**src/rtl/acc_seg_if.sv**
```systemverilog
// acc_seg_if: segment push handshake from buf_exec into the sequencer FIFO
interface acc_seg_if #(parameter int DT_W = 32, parameter int STEPS_W = 32);
  logic seg_valid;
  logic seg_ready;
  logic [DT_W-1:0] seg_dt;
  logic [STEPS_W-1:0] seg_steps;
  modport master(output seg_valid, seg_dt, seg_steps, input seg_ready);
  modport slave(input seg_valid, seg_dt, seg_steps, output seg_ready);
endinterface

```
**src/rtl/acc_seg_sequencer.sv**
```systemverilog
// acc_seg_sequencer: runs FIFO-fed {dt, steps} segments as start_calc/load_speeds pulses, with abort/decel handling
module acc_seg_sequencer #(
  parameter int DT_W = 32,
  parameter int STEPS_W = 32,
  parameter int FIFO_DEPTH = 4,
  parameter int ABORT_CH = 8,
  parameter int MIN_LOAD_CYCLES = 100,
  localparam int LW = $clog2(FIFO_DEPTH) + 1
) (
  input  logic                clk,
  input  logic                reset,
  acc_seg_if.slave            seg,
  output logic [LW-1:0]       fifo_level,
  input  logic                start,
  input  logic                abort,
  input  logic [ABORT_CH-1:0] pending_aborts,
  output logic                start_calc,
  input  logic                acc_calc_done,
  output logic                load_speeds,
  output logic                global_abort,
  output logic                done,
  output logic                busy,
  output logic                err_overflow,
  output logic                err_underrun,
  output logic                err_abort,
  output logic [DT_W-1:0]     dt,
  output logic [STEPS_W-1:0]  steps
);
  localparam int AW = LW - 1;
  typedef enum logic [3:0] {
    IDLE, FIRST_CALC, CALC, WAIT_CALC, WAIT, SEG_END, LAST,
    ABORT, ABORT_FIRST_CALC, ABORT_CALC, ABORT_WAIT_CALC, ABORT_WAIT
  } state_t;
  state_t state, state_n;
  logic [DT_W-1:0] mem_dt [FIFO_DEPTH];
  logic [STEPS_W-1:0] mem_steps [FIFO_DEPTH];
  logic [AW-1:0] wr_ptr, rd_ptr;
  logic [DT_W-1:0] dt_limit, pend_dt, dt_n, dt_lim_n, pend_dt_n, head_dt;
  logic [STEPS_W-1:0] steps_limit, pend_steps, steps_n, st_lim_n, pend_st_n, head_st;
  logic seam, seam_n, pop, flush, push, ovf, aborting, empty, enter_abort;
  logic dt_exp, slack_exp, steps_more;
  logic start_calc_n, load_n, ga_n, done_n, busy_n, eo_n, eu_n, ea_n;
  assign aborting = state >= ABORT;
  assign empty = fifo_level == '0;
  assign seg.seg_ready = fifo_level != LW'(FIFO_DEPTH) && !aborting;
  assign push = seg.seg_valid && seg.seg_ready;
  assign ovf = seg.seg_valid && !seg.seg_ready;
  assign head_dt = mem_dt[rd_ptr];
  assign head_st = mem_steps[rd_ptr] == '0 ? STEPS_W'(1) : mem_steps[rd_ptr];
  assign dt_exp = {1'b0, dt} + (DT_W+1)'(1) >= {1'b0, dt_limit};
  assign slack_exp = {1'b0, dt} + (DT_W+1)'(MIN_LOAD_CYCLES) >= {1'b0, dt_limit};
  assign steps_more = {1'b0, steps} + (STEPS_W+1)'(1) < {1'b0, steps_limit};
  // seam: a mid-motion segment was popped; its limits apply when the running interval expires
  always_comb begin
    state_n = state;
    dt_n = &dt ? dt : dt + DT_W'(1);
    steps_n = steps;
    dt_lim_n = dt_limit;
    st_lim_n = steps_limit;
    pend_dt_n = pend_dt;
    pend_st_n = pend_steps;
    seam_n = seam;
    pop = 1'b0;
    flush = 1'b0;
    enter_abort = 1'b0;
    start_calc_n = 1'b0;
    load_n = 1'b0;
    ga_n = 1'b0;
    done_n = 1'b0;
    busy_n = busy;
    eo_n = err_overflow || ovf;
    eu_n = err_underrun;
    ea_n = err_abort;
    case (state)
      IDLE: begin
        dt_n = '0;
        if (start) begin
          eo_n = ovf;
          eu_n = empty;
          ea_n = 1'b0;
          done_n = empty || head_dt == '0;
          if (!empty) begin
            pop = 1'b1;
            dt_lim_n = head_dt;
            st_lim_n = head_st;
            if (head_dt != '0) begin
              busy_n = 1'b1;
              start_calc_n = 1'b1;
              steps_n = '0;
              state_n = FIRST_CALC;
            end
          end
        end
      end
      FIRST_CALC, ABORT_FIRST_CALC: if (acc_calc_done) begin
        load_n = 1'b1;
        dt_n = '0;
        state_n = state == FIRST_CALC ? CALC : ABORT_CALC;
      end
      CALC, ABORT_CALC: begin
        start_calc_n = 1'b1;
        state_n = state == CALC ? WAIT_CALC : ABORT_WAIT_CALC;
      end
      WAIT_CALC: if (acc_calc_done) state_n = seam || steps_more ? WAIT : SEG_END;
      WAIT: if (dt_exp) begin
        dt_n = '0;
        load_n = 1'b1;
        steps_n = seam ? '0 : steps + STEPS_W'(1);
        dt_lim_n = seam ? pend_dt : dt_limit;
        st_lim_n = seam ? pend_steps : steps_limit;
        seam_n = 1'b0;
        state_n = CALC;
      end
      SEG_END: begin
        if (!empty) begin
          pop = 1'b1;
          if (head_dt != '0) begin
            pend_dt_n = head_dt;
            pend_st_n = head_st;
            seam_n = 1'b1;
            steps_n = '0;
            start_calc_n = 1'b1;
            state_n = WAIT_CALC;
          end else state_n = LAST;
        end else if (slack_exp) begin
          eu_n = 1'b1;
          enter_abort = 1'b1;
        end
      end
      ABORT: begin
        start_calc_n = 1'b1;
        state_n = ABORT_FIRST_CALC;
      end
      ABORT_WAIT_CALC: if (acc_calc_done) state_n = ABORT_WAIT;
      LAST, ABORT_WAIT: if (dt_exp) begin
        load_n = 1'b1;
        dt_n = '0;
        if (state == LAST || pending_aborts == '0) begin
          done_n = 1'b1;
          busy_n = 1'b0;
          dt_lim_n = '0;
          st_lim_n = '0;
          steps_n = '0;
          state_n = IDLE;
        end else state_n = ABORT_CALC;
      end
      default: state_n = IDLE;
    endcase
    if ((abort && !aborting) || enter_abort) begin
      state_n = ABORT;
      ga_n = 1'b1;
      flush = 1'b1;
      pop = 1'b0;
      busy_n = 1'b1;
      dt_n = '0;
      steps_n = '0;
      seam_n = 1'b0;
      start_calc_n = 1'b0;
      load_n = 1'b0;
      done_n = 1'b0;
      eo_n = err_overflow || ovf;
      eu_n = err_underrun || enter_abort;
      ea_n = err_abort || abort;
    end
  end
  always_ff @(posedge clk) if (push) begin
    mem_dt[wr_ptr] <= seg.seg_dt;
    mem_steps[wr_ptr] <= seg.seg_steps;
  end
  always_ff @(posedge clk) begin
    if (reset) begin
      state <= IDLE;
      wr_ptr <= '0;
      rd_ptr <= '0;
      fifo_level <= '0;
      dt <= '0;
      steps <= '0;
      dt_limit <= '0;
      steps_limit <= '0;
      pend_dt <= '0;
      pend_steps <= '0;
      seam <= 1'b0;
      start_calc <= 1'b0;
      load_speeds <= 1'b0;
      global_abort <= 1'b0;
      done <= 1'b0;
      busy <= 1'b0;
      err_overflow <= 1'b0;
      err_underrun <= 1'b0;
      err_abort <= 1'b0;
    end else begin
      state <= state_n;
      wr_ptr <= flush ? '0 : wr_ptr + AW'(push);
      rd_ptr <= flush ? '0 : rd_ptr + AW'(pop);
      fifo_level <= flush ? '0 : fifo_level + LW'(push) - LW'(pop);
      dt <= dt_n;
      steps <= steps_n;
      dt_limit <= dt_lim_n;
      steps_limit <= st_lim_n;
      pend_dt <= pend_dt_n;
      pend_steps <= pend_st_n;
      seam <= seam_n;
      start_calc <= start_calc_n;
      load_speeds <= load_n;
      global_abort <= ga_n;
      done <= done_n;
      busy <= busy_n;
      err_overflow <= eo_n;
      err_underrun <= eu_n;
      err_abort <= ea_n;
    end
  end
endmodule
```
**src/flat_wrapper.sv**
```systemverilog
// flat-port wrapper written by rule: the top's interface ports become plain ports
module acc_seg_sequencer_flat 
#(
  parameter int DT_W = 32,
  parameter int STEPS_W = 32,
  parameter int FIFO_DEPTH = 4,
  parameter int ABORT_CH = 8,
  parameter int MIN_LOAD_CYCLES = 100,
  localparam int LW = $clog2(FIFO_DEPTH) + 1
)
  (clk, reset, fifo_level, start, abort, pending_aborts, start_calc, acc_calc_done, load_speeds, global_abort, done, busy, err_overflow, err_underrun, err_abort, dt, steps, seg_seg_valid, seg_seg_dt, seg_seg_steps, seg_seg_ready);
  acc_seg_if #(.DT_W(DT_W), .STEPS_W(STEPS_W)) seg_i ();
  input  logic clk;
  input  logic reset;
  output logic [LW-1:0] fifo_level;
  input  logic start;
  input  logic abort;
  input  logic [ABORT_CH-1:0] pending_aborts;
  output logic start_calc;
  input  logic acc_calc_done;
  output logic load_speeds;
  output logic global_abort;
  output logic done;
  output logic busy;
  output logic err_overflow;
  output logic err_underrun;
  output logic err_abort;
  output logic [DT_W-1:0] dt;
  output logic [STEPS_W-1:0] steps;
  input wire logic [$bits(seg_i.seg_valid)-1:0] seg_seg_valid;
  input wire logic [$bits(seg_i.seg_dt)-1:0] seg_seg_dt;
  input wire logic [$bits(seg_i.seg_steps)-1:0] seg_seg_steps;
  output wire logic [$bits(seg_i.seg_ready)-1:0] seg_seg_ready;
  assign seg_i.seg_valid = seg_seg_valid;
  assign seg_i.seg_dt = seg_seg_dt;
  assign seg_i.seg_steps = seg_seg_steps;
  assign seg_seg_ready = seg_i.seg_ready;
  acc_seg_sequencer #(.DT_W(DT_W), .STEPS_W(STEPS_W), .FIFO_DEPTH(FIFO_DEPTH), .ABORT_CH(ABORT_CH), .MIN_LOAD_CYCLES(MIN_LOAD_CYCLES)) u_core (.clk(clk), .reset(reset), .seg(seg_i), .fifo_level(fifo_level), .start(start), .abort(abort), .pending_aborts(pending_aborts), .start_calc(start_calc), .acc_calc_done(acc_calc_done), .load_speeds(load_speeds), .global_abort(global_abort), .done(done), .busy(busy), .err_overflow(err_overflow), .err_underrun(err_underrun), .err_abort(err_abort), .dt(dt), .steps(steps));
endmodule
```
**config.mk**
```make
export PLATFORM = sky130hd
export DESIGN_NAME = acc_seg_sequencer_flat
export DESIGN_NICKNAME = d
export VERILOG_FILES = /design/src/rtl/acc_seg_if.sv /design/src/rtl/acc_seg_sequencer.sv /design/src/flat_wrapper.sv
export SDC_FILE = /design/constraint.sdc
export NUM_CORES = 1
export LEC_CHECK = 0
export ABC_AREA = 1
export CAP_MARGIN = 25
export CORE_MARGIN = 2
export CORE_UTILIZATION = 55
export CTS_BUF_LIST = sky130_fd_sc_hd__clkbuf_2
export DETAILED_ROUTE_END_ITERATION = 12
export PLACE_DENSITY = 0.73
export SETUP_SLACK_MARGIN = 0.4
export SKIP_LAST_GASP = 1
export SYNTH_ARGS = -nofsm -noshare
export SYNTH_HDL_FRONTEND = slang
export SYNTH_SLANG_ARGS = --single-unit
export TNS_END_PERCENT = 30
```
**constraint.sdc**
```tcl
create_clock -name clk -period 7.7 [get_ports clk]
set_input_delay 0.77 -clock clk [delete_from_list [all_inputs] [get_ports clk]]
set_output_delay 0.77 -clock clk [all_outputs]
set_load 0.1 [all_outputs]
```
* After elaboration in Yosys (flattened, before gate mapping) *
Memory sizes are Yosys's and may differ from the RTL's. A register that Yosys moved wholly into a read port is not among the register bits.
Cells that the tools add are included.

operators by class
  add/sub/neg operators = 9
  $lt $le $gt $ge = 4
  equal/unequal tests = 36
  mux-type cells = 82
  bitwise gates (word level) = 1
  reductions and logical operators = 43

operators by type and width
  operator               number
  $mux 32                19
  $pmux 32 s3            3
  $pmux 32 s4            1
  $add 32x1->33 const B  2
  $ge 33x32->1           2
  $add 32x1->32 const B  2
  $logic_not 32->1       2
  $mux 4                 12
  $pmux 4 s9             1
  $mux 1                 35
  $add 32x7->33 const B  1
  $lt 33x32->1           1
  $reduce_and 32->1      1
  $reduce_bool 32->1     1
  $ne 3x1->1 const B     6
  $reduce_and 9->1       2
  $eq 4x3->1 const B     4
  $eq 4x4->1 const B     4
  $ne 2x1->1 const B     6
  $ne 2x2->1 const B     6
  $ne 3x2->1 const B     4
  $pmux 1 s2             6
  $reduce_or 2->1        5
  $ne 3x3->1 const B     3
  other kinds (26)       46

word-level totals
  register bits = 212
  bits in writable memories = 256
  input bits = 78
  output and inout port bits = 76
  memories = 2

memory list
  name              words  width  rd ports  clocked after memory_dff  wr ports  RTL line                 text
  u_core.mem_dt     4      32     1         1                         1         acc_seg_sequencer.sv:35  logic [DT_W-1:0] mem_dt [FIFO_DEPTH];
  u_core.mem_steps  4      32     1         1                         1         acc_seg_sequencer.sv:36  logic [STEPS_W-1:0] mem_steps [FIFO_DEPTH];

* Logic depth before layout (Yosys ltp) *
Gate-level depths: netlist (run 1).

  depth after elaboration = 9
  gate-level depth with buffers = 31

* Least setup slack after synthesis (run 1) *
OpenSTA, ideal clock, no wires.

  kind = reg-to-reg
  from = reg u_core.fifo_level[0]
  to = mem u_core.mem_dt[0][0] (enable)
  library setup time = 0.565 ns
  data arrival time = 7.654 ns
  required time = 7.135 ns
  slack = -0.519 ns
  cell stages (with the launch flop) = 7
  path buffers = 0
  clock period less this slack = 8.219 ns
  cells stage by stage = dfxtp_1 inv_1 a31oi_1 inv_1 nor2_1 inv_1 nor3_1

between the ends
  cells in the longest elaborated chain, start to end = 5

ends and longest elaborated chain
  item                          RTL line                  text
  start: declaration            acc_seg_sequencer.sv:13   output logic [LW-1:0] fifo_level,
  start signal: assignment      acc_seg_sequencer.sv:195  fifo_level <= flush ? '0 : fifo_level + LW'(push) - LW'(pop);
  $ne 3x3->1                    acc_seg_sequencer.sv:45   assign seg.seg_ready = fifo_level != LW'(FIFO_DEPTH) && !aborting;
  $logic_and 1x1->1             acc_seg_sequencer.sv:45
  via seg_seg_ready             flat_wrapper.sv:33        output wire logic [$bits(seg_i.seg_ready)-1:0] seg_seg_ready;
  $logic_and 1x1->1             acc_seg_sequencer.sv:46   assign push = seg.seg_valid && seg.seg_ready;
  $mux 1                        acc_seg_sequencer.sv:166  always_ff @(posedge clk) if (push) begin
  $mux 1 (not written as such)  acc_seg_sequencer.sv:167  mem_dt[wr_ptr] <= seg.seg_dt;
  end: declaration              acc_seg_sequencer.sv:35

The timed path passes the listed nets, and every way through them passes these cells.

* Final worst setup path (run 1) *
  from = reg u_core.dt[7]
  to = reg u_core.fifo_level[2]

between the ends
  cells in the longest elaborated chain, start to end = 8

ends and longest elaborated chain
  item                                                   RTL line                  text
  start: declaration                                     acc_seg_sequencer.sv:26   output logic [DT_W-1:0] dt,
  start signal: assignment                               acc_seg_sequencer.sv:196  dt <= dt_n;
  $add 32x7->33 (*)                                      acc_seg_sequencer.sv:51   assign slack_exp = {1'b0, dt} + (DT_W+1)'(MIN_LOAD_CYCLES) >= {1'b0, dt_limit};
  $ge 33x32->1 (*)                                       acc_seg_sequencer.sv:51
  $mux 1 (*)                                             acc_seg_sequencer.sv:125  end else if (slack_exp) begin
  $mux 1 (*)                                             acc_seg_sequencer.sv:115  if (!empty) begin
  $mux 1 (*)                                             acc_seg_sequencer.sv:74   case (state)
  $logic_or 1x1->1 (*)                                   acc_seg_sequencer.sv:149  if ((abort && !aborting) || enter_abort) begin
  $mux 1                                                 acc_seg_sequencer.sv:149
  $sub 3x1->3 / $reduce_or 2->1 (equally long branches)  -

Every way passes the cells marked *; elsewhere a longest branch is shown, timed or not.
A chain may end at the register's enable or synchronous reset.

==> flow_summary.ini, run 1 <==
[worst_setup_path]
rr_worst_depth = 28
cpMaxStageDelayCell = dfxtp_1
worst_ep_required_time_ns = 8.65
critical_path.max_stage_delay_ns = 0.49
startpoint_type = register
worst-setup-path-type = reg2reg
worstReg2RegStart = u_core.dt[7]
crit_top_cell = nand2_1
r2r_slack_ns = 2.54
crit_path_end_kind = register
timing.critical_path.arrival_ns = 6.11
critical_path.reg2reg.endpoint = u_core.fifo_level[2]
crit_path_max_fanout = 7

[sta]
finalCriticalPeriod_ns = 5.16
max-slew-margin-rel = 0.322
worst_slew_pin_slew_ns = 1.01
maxSlewViolCount = 0
max_freq_ghz = 0.194
post-route-period-util = 0.670
unrepaired_setup_endpoints_after_global_routing = no
finalWorstSetupSlack_ns = 2.54
timing_hold_violations_final = 0
clock-skew-final_ns = 0.106
worst_hold_slack_ns = 0.253
setup_viol_count_final = 0

[power]
max-vdd-ir-drop_mv = 0.240
post-layout-total-power_uw = 7790
power.static_leakage_uw = 0.0105
power_density_nw_per_um2 = 302

[placement]
placedInstanceArea_um2 = 24600
dpl.hpwl_mm = 43.9
port_buffers = 153
gp_routability_congestion = 0.942
placement.setup.worst_slack_ns = 2.57

[clocking]
post_cts_buffers = 0
tritoncts = yes
clock_insertion_delay_worst_skew_ns = 1.15
total_of_hold_buffers_inserted_after_clock_tree_synthesis = 0
clkSlewWorstSetupHoldPaths_ns = 0.11
cts.root.buffer_cell = clkbuf_2
maximum_level_of_the_cts_h_tree = 3
cts-buffers-inserted = 115
post_cts.resized_instances = 0
clock-sinks = 468
cts_max_path_buffers = 3

[detailed_routing]
route.final.wire_length_mm = 62.4
final_antenna_net_count = 0
routed_via_density = 5.48
dr_total_vias = 18868
dr.first_iter.drc_count = 1564
firstDrtPassIters = 9
route.detailed.drc = 0
post_drt_wl_per_cell_um = 18.1

[layout]
layout.area.seq_um2 = 11900
multi_input_comb_area_um2 = 9350
fin_area_um2 = 25800
syn_to_final_growth_pct = 12.9
filler_cell_count = 3558
design.final.nets = 2997
layout_cells_sized_above_1 = 0.0835

[synthesis]
synth-seq-area-share = 0.523
synth_area_um2 = 22800
netlist_instances = 2644
synth-edff-count = 256
ys.warnings.count = 0
syn_avg_cell_area_um2 = 8.63
ys_ff_latch = 468
synth_cell_types = 50
synth_top_flop_cell = edfxtp_1
synth_async_sr_flop_share = 0
synth.net_count = 2825

[floorplanning]
floorplan.die_area_um2 = 43100
die-width_um = 208
core-area_um2 = 40900
floorplan.io_pins = 154
floorplan.rows = 74
effective_utilization_at_floorplan = 0.558
die_height_um = 208

[worst_hold_path]
whs_path_depth = 1
worst_hold_path_type = in2reg
min-delay-start = seg_seg_dt[27]
hold_end = u_core.mem_dt[2][27]

[grt]
gr-max-usage-layer = met2
antenna_found_initial = 2
maximum_number_of_pins_on_one_net_before_global_route_repair = 129
grtUsageTotal = 0.284
met1_usage = 0.373
globalRouteMet2Util = 0.471
grt_pass1_wl_mm = 96.4
number_of_global_route_vias_before_repair = 17666
grt_use_met3 = 0.0552
globalRoute.totalOverflow = 0

[flow_run]
max_capacitance_violation_count = 0

[status]
run_status = finished clean
worst max-delay path: cells and delay by family, from the launching register on:
kind / cells / cell delay, ns
buf+inv: 3 / 0.16
fa+ha+maj: 4 / 1.09
xor+xnor: 3 / 0.52
flops: 1 / 0.49
simple gates: 18 / 2.70
cell families after synthesis:
logic type | count (synthesis) | synth area share
compound gates | 533 | 0.125
simple gates | 1072 | 0.197
buf+inv | 391 | 0.0693
flops | 468 | 0.523
fa+ha+maj | 103 | 0.0568
xor+xnor | 77 | 0.0295
per-layer routing:
metal  routed length, µm  vias up
met3                4340      112
met1               26700     8749
met4                1790        0
met5                   0        -
li1                    -     9283
met2               29600      724
cells in the mapped netlist, types with 5 or more instances:
cell type	count	area, µm²
buf_6	5	56.3
nor4_1	11	68.8
nor2_1	255	957
nand2_2	7	43.8
clkbuf_1	49	184
a31oi_1	5	31.3
a21oi_1	214	1070
xnor2_1	10	87.6
inv_1	269	1010
a21oi_2	11	96.3
nor3_1	41	205
o22a_1	8	70.1
nand4_1	41	257
buf_2	52	260
o21ai_0	261	1310
dfxtp_1	212	4240
o21ai_1	7	35.0
xor2_1	67	587
buf_1	6	22.5
ha_1	102	1280
nand2_1	573	2150
edfxtp_1	256	7690
a32o_1	9	90.1
nand3_1	120	601
where the power goes:
group	leakage, µW	switching [µW]	internal, µW
clock	0.000804	1010	629
sequential	0.00407	152	2990
combinational	0.00560	2220	791
cells in the final DEF, fill, tap and decap left out, drive strengths merged, types with 2 or more instances in the layout:
master,Yosys,final
dfxtp,212,212
a31oi,5,5
clkbuf,49,167
a211oi,3,3
nor2,262,262
nand2,581,581
o21ai,269,269
nand4,41,41
o22a,8,8
nand3,124,124
a22oi,2,2
o211ai,2,2
diode,0,4
edfxtp,256,256
and3,2,2
inv,273,279
a32o,9,9
clkinv,3,40
a21o,3,3
nor3,41,41
xor2,67,67
nor4,11,11
a21oi,226,226
xnor2,10,10
clkdlybuf4s50,0,153
o21a,2,2
or2,4,4
nand3b,4,4
buf,66,17
ha,102,102
worst max path at each step:
stage	startpoint	endpoint	slack [ns]
final	u_core.dt[7]	u_core.fifo_level[2]	2.54
after global routing	u_core.dt[7]	u_core.fifo_level[2]	1.99
after CTS	u_core.dt[7]	u_core.fifo_level[2]	2.49
after detailed placement	u_core.dt[7]	u_core.fifo_level[2]	2.57
after global placement	u_core.dt[23]	u_core.fifo_level[2]	2.57
after floorplan	u_core.fifo_level[0]	u_core.mem_dt[0][0]	-0.52
sequential cells by signal, indices dropped and copies added (netlist names):
signal	cells
u_core.mem_dt	128
u_core.mem_steps	128
u_core.dt	32
u_core.dt_limit	32
u_core.pend_dt	32
u_core.pend_steps	32
u_core.steps	32
u_core.steps_limit	32
u_core.state	4
u_core.fifo_level	3
u_core.rd_ptr	2
u_core.wr_ptr	2
u_core.busy	1
u_core.done	1
u_core.err_abort	1
u_core.err_overflow	1
u_core.err_underrun	1
u_core.global_abort	1
u_core.load_speeds	1
u_core.seam	1
u_core.start_calc	1
cell type report:
class | instances | share of cell area
clock inverters | 44 | 0.00845
diodes | 4 | 0.000388
flip-flops and latches | 468 | 0.463
inverters | 276 | 0.0402
multi-input cells | 1785 | 0.363
repair buffers | 170 | 0.0667
clock buffers | 167 | 0.0324
well taps | 532 | 0.0258
stage by stage:
step           std cells  setup TNS, ns  utilization
4_1_cts             3439              0        0.627
2_1_floorplan       2644        -132.74            -
6_report            3446              0        0.630
3_3_place_gp        3228              0        0.602
5_1_grt             3446              0        0.630
3_5_place_dp        3228              0        0.602
(Power assumes the default switching activity.)
==> run 2: changes to the inputs <==
PLACE_DENSITY = 0.76   (was 0.73)
clock period = 4.25 ns   (was 7.7 ns; I/O delays follow)
==> flow_summary.ini, run 2 (same netlist as run 1, synthesis figures left out) <==
[grt]
grtUsageTotal = 0.299
globalRoute.totalOverflow = 0
grt_pass1_wl_mm = 103
number_of_global_route_vias_before_repair = 19345
antenna_found_initial = 1
maximum_number_of_pins_on_one_net_before_global_route_repair = 145

[sta]
max_freq_ghz = 0.247
clock-skew-final_ns = 0.0862
timing_hold_violations_final = 0
finalCriticalPeriod_ns = 4.06
worst_slew_pin_slew_ns = 1.06
max-slew-margin-rel = 0.292
post-route-period-util = 0.954
post_route_setup_tns_ns = 0
setup_viol_count_final = 0
maxSlewViolCount = 0
unrepaired_setup_endpoints_after_global_routing = yes

[layout]
top_library_cells_by_usage_in_the_layout_fill_and_taps_aside = 559 x nand2_1, 265 x inv_1, 256 x edfxtp_1
layout.core_utilization = 0.694
final_instance_count_without_filler_cells = 3651
design.final.nets = 3210
multi_input_comb_area_um2 = 9840
syn_to_final_growth_pct = 24.4
fin_area_um2 = 28400
final_common_cell = nand2_1
filler_cell_count = 3198
layout.area.seq_um2 = 12000
largest_registers = u_core.mem_dt: 128 flops, u_core.mem_steps: 128 flops
layout_cells_sized_above_1 = 0.158

[floorplanning]
die-width_um = 208
effective_utilization_at_floorplan = 0.558
die_height_um = 208
core-area_um2 = 40900
floorplan.die_area_um2 = 43100
floorplan.io_pins = 154
floorplan.rows = 74

[placement]
post_placement_cell_count = 3349
port_buffers = 153
gp_routability_congestion = 0.927
dpl.hpwl_mm = 46.0
placedInstanceArea_um2 = 25900

[clocking]
clock_insertion_delay_worst_skew_ns = 1.07
maximum_level_of_the_cts_h_tree = 3
clkSlewWorstSetupHoldPaths_ns = 0.13
cts_max_path_buffers = 3
clock-sinks = 468
tritoncts = yes
cts.root.buffer_cell = clkbuf_2
cts-buffers-inserted = 114

[status]
run_status = finished clean

[detailed_routing]
final_antenna_net_count = 0
post_drt_wl_per_cell_um = 18.3
route.detailed.drc = 0
dr_total_vias = 20064
dr.first_iter.drc_count = 1720
firstDrtPassIters = 5
routed_via_density = 5.50
route.final.wire_length_mm = 66.7

[worst_setup_path]
crit_top_cell = nand2_2
crit_path_end_kind = register
worst-setup-path-type = reg2reg
cpMaxStageDelayCell = dfxtp_4
worst_ep_required_time_ns = 5.16
timing.critical_path.arrival_ns = 4.97
critical_path.max_stage_delay_ns = 0.39
rr_worst_depth = 29
startpoint_type = register
crit_path_max_fanout = 3

[power]
power_density_nw_per_um2 = 545
power.static_leakage_uw = 0.0117
max-vdd-ir-drop_mv = 0.316

[worst_hold_path]
whs_path_depth = 3
worst_hold_path_type = in2reg

[flow_run]
max_capacitance_violation_count = 0
==> run 2: changes by cell type in the layout (fill, tap and decap cells not counted), moves of 11 or more <==
cell and delta:
buf_12 +17, buf_4 +120, dfxtp_1 -30, dfxtp_2 +15
dfxtp_4 +15, dlygate4sd3_1 +66, nand2_1 -14, nor2_1 -17
o21ai_0 -13, o21ai_1 +11
==> run 2: cell type report <==
type,count,share of cell area
flip-flops and latches,468,0.423
clock buffers,157,0.0277
repair buffers,383,0.133
multi-input cells,1786,0.347
clock inverters,48,0.00992
inverters,276,0.0365
diodes,1,0.0000881
well taps,532,0.0234
==> run 2: worst max-delay path: cells and delay by family, from the launching register on <==
kind	cells	cell delay, ns
and+or+nand+nor	18	1.59
adders and majority gates	5	1.27
xor gates and xnor gates	3	0.48
DFF	1	0.39
buffers and inverters	3	0.18
==> run 2: through the flow <==
step | setup slack [ns] | hold slack (ns) | power (µW)
floorplan | 0.0468 | 0.425 | 9720
global placement | 0.0944 | 0.439 | 11700
detailed placement | 0.0830 | 0.446 | 11800
CTS | 0.224 | 0.0583 | 14900
global route | -0.0416 | 0.200 | 16300
finish | 0.194 | 0.172 | 15500
==> run 2: path summary, 6_finish.rpt <==
check / startpoint / end / slack [ns]
max: u_core.dt[3] / u_core.fifo_level[2] / 0.19
min: acc_calc_done / u_core.load_speeds / 0.17
max reg2reg: u_core.dt[3] / u_core.fifo_level[2] / 0.19
min reg2reg: u_core.pend_steps[0] / u_core.pend_steps[0] / 0.46
==> run 2: routing by layer <==
metal | vias up | wire, µm | global-route usage | share of wire
li1 | 9693 | - | - | -
met1 | 9414 | 27500 | 0.383 | 0.41
met2 | 843 | 33100 | 0.519 | 0.50
met3 | 114 | 4390 | 0.0437 | 0.066
met4 | 0 | 1690 | 0.105 | 0.025
met5 | - | 0 | 0 | 0
==> run 2: power breakdown <==
group          total, µW  switching, µW  internal [µW]
registers           5690            277           5410
clock network       3030           1830           1200
logic               6740           4430           2310
total              15500           6540           8920
==> run 2: repair_timing <==
action / in CTS / in global routing
resized for setup: 36 / 68
hold buffers: 66 / 0
pin swaps: 15 / 8
buffers inserted: 10 / 10
endpoints found under the setup margin: 114 / 136
hold endpoints to repair: 258 / 0
cloned: 0 / 10
